### config.mk
export PLATFORM = sky130hd
export DESIGN_NAME = seq_divider
export DESIGN_NICKNAME = d
export VERILOG_FILES = /design/src/rtl/seq_divider.sv
export SDC_FILE = /design/constraint.sdc
export NUM_CORES = 1
export LEC_CHECK = 0
export CAP_MARGIN = 20
export CORE_MARGIN = 4
export CORE_UTILIZATION = 55
export DETAILED_ROUTE_END_ITERATION = 12
export PLACE_DENSITY = 0.84
export SETUP_SLACK_MARGIN = 0.5
export SLEW_MARGIN = 20
export SYNTH_ARGS = -nofsm -noshare
export SYNTH_HDL_FRONTEND = slang
export SYNTH_SLANG_ARGS = --single-unit
export TNS_END_PERCENT = 20
### constraint.sdc
create_clock -name clk -period 4.8 [get_ports clk]
set_input_delay 0.96 -clock clk [delete_from_list [all_inputs] [get_ports clk]]
set_output_delay 0.96 -clock clk [all_outputs]
set_load 0.01 [all_outputs]
### src/rtl/seq_divider.sv
// seq_divider: iterative restoring unsigned divider, one quotient bit per clock
module seq_divider #(
    parameter int WIDTH = 8
) (
    input  logic             clk,
    input  logic             rst_n,
    input  logic             start,
    input  logic [WIDTH-1:0] dividend,
    input  logic [WIDTH-1:0] divisor,
    output logic             busy,
    output logic             done,
    output logic [WIDTH-1:0] quotient,
    output logic [WIDTH-1:0] remainder,
    output logic             div_by_zero
);

    localparam int CW = $clog2(WIDTH + 1);

    typedef enum logic [1:0] {IDLE, RUN, DONE} state_t;

    state_t           state_q, state_d;
    logic [CW-1:0]    cnt_q, cnt_d;
    logic [WIDTH-1:0] r_q, r_d;
    logic [WIDTH-1:0] q_q, q_d;
    logic [WIDTH-1:0] dvs_q, dvs_d;
    logic [WIDTH-1:0] quo_q, quo_d;
    logic [WIDTH-1:0] rem_q, rem_d;
    logic             dbz_q, dbz_d;
    logic [WIDTH:0]   r_sh;
    logic [WIDTH:0]   diff;

    // Next-state, iteration datapath and result capture
    always_comb begin
        state_d = state_q;
        cnt_d   = cnt_q;
        r_d     = r_q;
        q_d     = q_q;
        dvs_d   = dvs_q;
        quo_d   = quo_q;
        rem_d   = rem_q;
        dbz_d   = dbz_q;
        r_sh    = {r_q, q_q[WIDTH-1]};
        // The partial remainder stays below the divisor, so the shifted value is below
        // twice the divisor and the top bit of the trial difference is exactly the borrow.
        diff    = r_sh - {1'b0, dvs_q};
        if (state_q != RUN) begin
            state_d = IDLE;
            if (start) begin
                if (divisor == '0) begin
                    state_d = DONE;
                    quo_d   = '1;
                    rem_d   = dividend;
                    dbz_d   = 1'b1;
                end else begin
                    state_d = RUN;
                    cnt_d   = CW'(WIDTH);
                    r_d     = '0;
                    q_d     = dividend;
                    dvs_d   = divisor;
                end
            end
        end else begin
            r_d   = diff[WIDTH] ? r_sh[WIDTH-1:0] : diff[WIDTH-1:0];
            q_d   = {q_q[WIDTH-2:0], ~diff[WIDTH]};
            cnt_d = cnt_q - CW'(1);
            if (cnt_q == CW'(1)) begin
                state_d = DONE;
                quo_d   = q_d;
                rem_d   = r_d;
                dbz_d   = 1'b0;
            end
        end
    end

    // State and datapath registers with asynchronous clear
    always_ff @(posedge clk or negedge rst_n) begin
        if (!rst_n) begin
            state_q <= IDLE;
            cnt_q   <= '0;
            r_q     <= '0;
            q_q     <= '0;
            dvs_q   <= '0;
            quo_q   <= '0;
            rem_q   <= '0;
            dbz_q   <= 1'b0;
        end else begin
            state_q <= state_d;
            cnt_q   <= cnt_d;
            r_q     <= r_d;
            q_q     <= q_d;
            dvs_q   <= dvs_d;
            quo_q   <= quo_d;
            rem_q   <= rem_d;
            dbz_q   <= dbz_d;
        end
    end

    assign busy        = state_q == RUN;
    assign done        = state_q == DONE;
    assign quotient    = quo_q;
    assign remainder   = rem_q;
    assign div_by_zero = dbz_q;

endmodule

# Word level (Yosys, flattened, before mapping)
# Cells that the tools add are included.
[classes]
n_eq_ne = 7
mux = 26
n_bitwise = 2
addsub = 2
reduce_logical = 5
[ops]
columns = ["op", "n"]
rows = [
  ["8-bit 2-to-1 mux", 15],
  ["4-bit 2-to-1 mux", 3],
  ["9-bit by 8-bit subtractor with 9-bit output", 1],
  ["8-bit logical NOT", 1],
  ["2-bit 2-to-1 mux", 4],
  ["3-bit AND reduction", 2],
  ["4-bit by 1-bit equality test with 1-bit output (second input constant)", 1],
  ["1-bit 2-to-1 mux", 4],
  ["2-bit by 1-bit != test with 1-bit output (second input constant)", 2],
  ["2-bit != test (second input constant)", 2],
  ["4-bit by 1-bit subtractor with 4-bit output (second input constant)", 1],
  ["2-bit by 1-bit equality test with 1-bit output (second input constant)", 1],
  ["2-bit equality test (second input constant)", 1],
  ["1-bit NOT", 2],
  ["2-bit AND reduction", 1],
  ["2-bit nonzero test", 1],
]
[word_totals]
input_bits = 19
output_inout_bits = 19
register_bits = 47
wordCells = 50

# Depth between registers and ports, before layout
# Gate-level depths: netlist (run 1).
[depth]
depth_word = 4
depth_mapped = 10
mapped_depth_nobuf = 9

# Worst setup path before layout (run 1)
# Ideal clock, no wire load.
[synth_path]
path_kind = "input port to flip-flop"
startpoint = "in divisor[5]"
endpoint = "reg rem_q[5], in the netlist remainder[5]"
setup_ns = 0.140
path_stages = 6
required_ns = 4.660
t_arrival_ns = 2.151
slack_ns = 2.508
path_cell_list = "nor4_1 -> nand4_1 -> clkbuf_1 -> or3_1 -> o21ai_0 -> a21oi_1"
[synth_between]
elab_chain_len = 3
[synth_lines]
columns = ["element", "line_no", "rtl"]
rows = [
  ["start, declared", "9", "input logic [WIDTH-1:0] divisor,"],
  ["8-bit logical NOT", "49", "if (divisor == '0) begin"],
  ["2-bit by 1-bit != test with 1-bit output (no source line)", "--", ""],
  ["3-bit AND reduction (no source line)", "--", ""],
  ["end signal, assigned", "93", "rem_q <= rem_d;"],
  ["end, declared", "27", "logic [WIDTH-1:0] rem_q, rem_d;"],
]
# Every way passes these cells.
# A chain may end at the register's enable or synchronous reset.

# Worst setup path after layout (run 1)
[layout_path]
startpoint = "in divisor[4]"
endpoint = "reg quo_q[2], in the netlist quotient[2]"
[layout_between]
elab_chain_len = 3
[layout_lines]
columns = ["element", "line_no", "rtl"]
rows = [
  ["8-bit logical NOT", "49", ""],
  ["2-bit by 1-bit != test with 1-bit output (no source line)", "--", ""],
  ["3-bit AND reduction (no source line)", "--", ""],
  ["end signal, assigned", "92", "quo_q <= quo_d;"],
  ["end, declared", "26", "logic [WIDTH-1:0] quo_q, quo_d;"],
]
# Every way passes these cells.

==> impl_metrics.ini, run 1 <==
[global_route]
grt_pass1_vias = 2097
grt_pass1_wl_um = 9963
grt.total_usage_pct = 20.76
overflow = 0
antenna_found_initial = 0
grt_max_degree = 48

[synthesis]
synth_cells = 268
synth_cell_types = 44
yosysMostFrequentCell = dfrtp_1
ys.flop_type = dfrtp_1
synth_area_leaders = dfrtp_1, ha_1, mux2_2
syn_area_mm2 = 0.002545
synth.largest_area_cell = dfrtp_1
syn_area_per_cell_um2 = 9.496
synth_warnings = 0
ys_seq_elements = 47
synth_edf_count = 0
syn_nets = 298
yosysSeqAreaShare_pct = 46.21
synth.top_cell.area_share_pct = 46.21
ys_async_sr_fraction_pct = 100.0
netlist_top_cells_count = dfrtp_1, nor2_1, nand2_1, o21ai_0

[power]
ir_worst_vdd_mv = 0.5018
p_total_w = 0.002514
power_density_mw_per_mm2 = 819.1
p_leak_nw = 1.314

[worst_setup_path]
slowest_stage = nand4_1
cp_cell_sequence = clkdlybuf4s50_1 -> nor4_1 -> nand4_1 -> and2_4 -> clkinv_1 -> nor2_1 -> a21oi_1
slowest_delay_ps = 560
worstPathMaxFanout = 18
cp.required_ps = 5020
worstSetupPathType = in2reg
cp.arrival_ps = 3360
end_kind = flop
cp-start-kind = input port

[floorplanning]
die_area_mm2 = 0.005780
die_h_um = 76.03
initial_core_util_pct = 57.65
core_mm2 = 0.004414
fp.dieW_um = 76.03
rows = 24
ioPinCount = 38

[clock_network]
clock_sinks = 47
cts_hold_buffers = 0
clkTransAtPathRegs_ps = 90
cts_buffers = 5
cts-root-buf = clkbuf_8
htree_num_levels = 2
cts_tree = done
cts_setup_buffers = 0
insertion_delay_ps = 300
clock_path_buffers = 2
cts.repair.resized = 0

[final_layout]
fin_nets = 332
fill_cells = 335
antenna_cells = 0
drive_above_1_share_pct = 9.241
syn2layout_area_growth_pct = 20.60

[timing]
slew_violations = 0
fin_tns_setup_ps = 0
fmax_mhz = 318.6
rsz0062_at_grt = false
fin_crit_sh_pct = 65.39
setup-violations-final = 0
layout_min_cycle_time_ps = 3139
fin_skew_ps = 4.615
relSlewSlack_pct = 51.73
hold_violations = 0
tightest_slew_ps = 722.0

[drt]
wl_per_cell_um = 16.06
vias = 2046
vias_per_cell = 5.763
drtIter0Drc = 139
drt-pass1-iter-count = 4
drtAntennaViolNets = 0
drt_wl_total_um = 5702
drc = 0

[placed_design]
gp_congestion = 0.8524
port_buffers = 37
hpwlAfterDp_um = 4099

[flow_run]
max_cap_viol_count = 0

[worst_hold_path]
hold_path_class = reg2reg

[outcome]
run_status = completed
==> area by class of cell <==
cell class                      count  area (um^2)  share of cell area (%)
Tap cell                           52        65.06                   2.120
Timing Repair Buffer               39        382.9                   12.47
Clock buffer                        6        72.57                   2.364
Inverter                           17        63.81                   2.079
Multi-Input combinational cell    192         1249                   40.69
Sequential cell                    47         1176                   38.32
Clock inverter                      2        60.06                   1.957
==> worst max-delay path, delay by kind of cell <==
kind	cells	cell delay (ps)
AOI/OAI and AO/OA	1	160
buffers and inverters	2	700
and+or+nand+nor	4	1510
==> registers in the layout, summed over array words and instances, names as in the netlist <==
signal	count
r_q	8
dvs_q	8
q_q	8
state_q	2
remainder	8
quotient	8
cnt_q	4
div_by_zero	1
==> where the power goes <==
group / internal [W] / leakage (nW) / switching (W)
Combinational: 0.000658 / 0.715 / 0.000800
Clock: 0.000208 / 0.0654 / 0.000135
Sequential: 0.000592 / 0.534 / 0.000121
Total: 0.00146 / 1.31 / 0.00106
==> placed cells by master, fill, tap and decap left out, types with 2 or more instances in the layout <==
cell,n
a211oi_1,4
a21o_1,2
a21oi_1,16
a221oi_2,2
a31oi_1,9
and2_1,2
buf_4,3
bufinv_16,2
clkbuf_8,5
clkdlybuf4s50_1,36
dfrtp_1,47
ha_1,10
inv_1,16
mux2_2,11
mux2i_1,4
nand2_1,24
nand2b_1,5
nand3_1,15
nand3b_1,2
nor2_1,28
nor2b_1,3
nor3_1,3
nor3b_1,3
nor4_1,2
o211ai_1,3
o211ai_2,2
o21ai_0,20
or3_1,2
xnor2_1,3
xor2_1,3
==> cells by family (layout without fill, tap and decap cells) <==
kind of cell | Yosys count | in the layout | synth area share [%]
buffers and inverters | 29 | 64 | 4.720
muxes | 15 | 15 | 6.441
xor gates and xnor gates | 6 | 6 | 2.065
AOI/OAI and AO/OA | 67 | 67 | 17.45
and+or+nand+nor | 93 | 93 | 17.40
DFF | 47 | 47 | 46.21
adders and majority gates | 11 | 11 | 5.703
==> routing by layer <==
| layer | track usage (%) | wire (um) | vias up |
|---|---|---|---|
| li1 | - | - | 1012 |
| met1 | 27.81 | 2557 | 975 |
| met2 | 33.73 | 2792 | 49 |
| met3 | 4.492 | 260 | 10 |
| met4 | 6.050 | 91 | 0 |
| met5 | 0 | 0 | - |
==> per-stage QoR <==
step           utilization, %  area (um^2)  hold WS (ps)  std cells  setup slack [ps]
3_5_place_dp            66.47         2934         476.4        347              1360
2_1_floorplan               -         2545         471.8        268              2508
5_1_grt                 69.53         3069         528.0        355              1478
4_1_cts                 69.47         3067         496.9        355              1668
6_report                69.53         3069         491.2        355              1661
3_3_place_gp            66.47         2934         478.0        347              1463
==> final timing paths <==
kind / start / to / slack, ps / cells after the start
worst max register to register: q_q[7]$_DFFE_PN0P_ / remainder[0]$_DFFE_PN0P_ / 2010 / 9
worst max-delay path: divisor[4] / quotient[2]$_DFFE_PN0P_ / 1660 / 7
max in group asynchronous: rst_n / dvs_q[4]$_DFFE_PN0P_ / 3750 / 1
worst min-delay path: quotient[7]$_DFFE_PN0P_ / quotient[7]$_DFFE_PN0P_ / 490 / 1
worst min register to register: quotient[7]$_DFFE_PN0P_ / quotient[7]$_DFFE_PN0P_ / 490 / 1
min in group asynchronous: rst_n / quotient[5]$_DFFE_PN0P_ / 640 / 1
(Power assumes the default switching activity.)
==> run 2: changes to the inputs <==
- CORE_UTILIZATION: 55 -> 54
- PLACE_DENSITY: 0.84 -> 0.83
- clock period: 4.8 -> 3.05 ns (I/O delays scaled with it)
==> run 2 against run 1 <==
  * Routed wire length grew 3.7%
  * Register-to-register slack worse by 1400 ps
  * Design area up 2.6%
  * Core utilization up 1.3 points
  * Via count increased by 3.7%
  * Largest power group unchanged
  * Highest routed layer unchanged
==> impl_metrics.ini, run 2 (synthesized netlist as in run 1, its figures left out) <==
[outcome]
run_status = completed

[final_layout]
multiInputGateArea_mm2 = 0.001274
ff_latch_area_mm2 = 0.001176
final_common_cell = dfrtp_1
final_cell_mix = dfrtp_1, clkdlybuf4s50_1, nor2_1
fin_nets = 340
antenna_cells = 0
syn2layout_area_growth_pct = 23.75
drive_above_1_share_pct = 12.54
final_cell_area_mm2 = 0.003149
fill_cells = 334

[timing]
tightest_slew_ps = 593.0
relSlewSlack_pct = 60.37
setup-violations-final = 0
layout_min_cycle_time_ps = 2446
fin_skew_ps = 11.16
fin_crit_sh_pct = 80.19
whs_ps = 298.6
hold_violations = 0
fmax_mhz = 408.9
rsz0062_at_grt = false
fin_tns_setup_ps = 0
slew_violations = 0

[worst_setup_path]
cp.required_ps = 3250
slowest_stage = mux2_2
crit_path_frequent_cell = inv_1
cp_cell_sequence = inv_1 -> ha_1 -> inv_1 -> fa_2 -> a211oi_4 -> o211ai_1 -> o211ai_4 -> mux2_2 -> a221oi_2
worstPathMaxFanout = 4
slowest_delay_ps = 390
worstSetupPathType = reg2reg
cp.arrival_ps = 2650
cp-start-kind = flop
end_kind = flop

[clock_network]
cts_hold_buffers = 0
cts_buffers = 5
clock_sinks = 47
cts-root-buf = clkbuf_8
insertion_delay_ps = 310
clkTransAtPathRegs_ps = 100
cts_tree = done
clock_path_buffers = 2
htree_num_levels = 2

[placed_design]
hpwlAfterDp_um = 4224
placed_area_mm2 = 0.002949
port_buffers = 37
gp_congestion = 0.8429

[floorplanning]
die_area_mm2 = 0.005875
rows = 24
core_mm2 = 0.004444
fp.dieW_um = 76.65
ioPinCount = 38
initial_core_util_pct = 57.26
die_h_um = 76.65

[global_route]
grt_pass1_vias = 2104
antenna_found_initial = 0
overflow = 0
grt_max_degree = 48
grt.total_usage_pct = 21.00
grt_pass1_wl_um = 9887

[flow_run]
max_cap_viol_count = 0

[drt]
vias_per_cell = 5.846
drtAntennaViolNets = 0
drtIter0Drc = 220
drc = 0
vias = 2122
drt-pass1-iter-count = 4
wl_per_cell_um = 16.28
drt_wl_total_um = 5911

[worst_hold_path]
hold_path_class = in2async

[power]
p_leak_nw = 1.350
power_density_mw_per_mm2 = 1343
ir_worst_vdd_mv = 0.6512
run 2: path summary, 6_finish.rpt:
path,slack [ps],cells past startpoint,end,start
worst max-delay path,600,9,remainder[0]$_DFFE_PN0P_,q_q[7]$_DFFE_PN0P_
worst min-delay path,300,1,r_q[2]$_DFFE_PN0P_,rst_n
worst max register to register,600,9,remainder[0]$_DFFE_PN0P_,q_q[7]$_DFFE_PN0P_
worst min register to register,510,1,dvs_q[6]$_DFFE_PN0P_,dvs_q[6]$_DFFE_PN0P_
max in group asynchronous,2370,1,r_q[7]$_DFFE_PN0P_,rst_n
min in group clk,510,1,dvs_q[6]$_DFFE_PN0P_,dvs_q[6]$_DFFE_PN0P_
run 2: layer usage:
metal	GRT usage [%]	vias to the layer above	wire length (um)
met4	7.246	0	105
met3	4.215	13	259
met5	0	-	0
met2	34.36	53	2993
li1	-	1025	-
met1	27.93	1031	2554
run 2: final cells by class:
type / instances / area share (%)
multi-input cells: 192 / 40.44
flip-flops and latches: 47 / 37.35
clock inverters: 3 / 1.470
repair buffers: 47 / 14.46
inverters: 17 / 2.026
clock buffers: 5 / 2.185
well taps: 52 / 2.066
run 2: metrics by stage:
| stage | utilization (%) | instances | total power, W | worst slack [ps] |
|---|---|---|---|---|
| global route | 70.86 | 363 | 0.004570 | 463.3 |
| CTS | 69.82 | 361 | 0.004036 | 538.8 |
| finish | 70.86 | 363 | 0.004230 | 604.2 |
| floorplan | - | 268 | 0.002811 | 819.3 |
| global placement | 66.36 | 349 | 0.003316 | 410.2 |
| detailed placement | 66.36 | 349 | 0.003406 | 364.2 |
run 2: power by group:
group          switching (W)  internal (W)  leakage, nW
Clock               0.000222      0.000247       0.0548
Combinational        0.00136       0.00127        0.761
Sequential          0.000195      0.000931        0.534
Total                0.00178       0.00245         1.35
run 2: worst max-delay path: cells and delay by family (launching register included):
family / cells / cell delay (ps)
flops: 1 / 370
buf+inv: 2 / 140
mux: 1 / 390
compound gates: 4 / 900
fa+ha+maj: 2 / 530
run 2: timing repair:
action,in CTS,in global routing
pin swaps,1,3
setup buffers,4,2
gates resized for setup,1,3
setup endpoints to repair,2,12
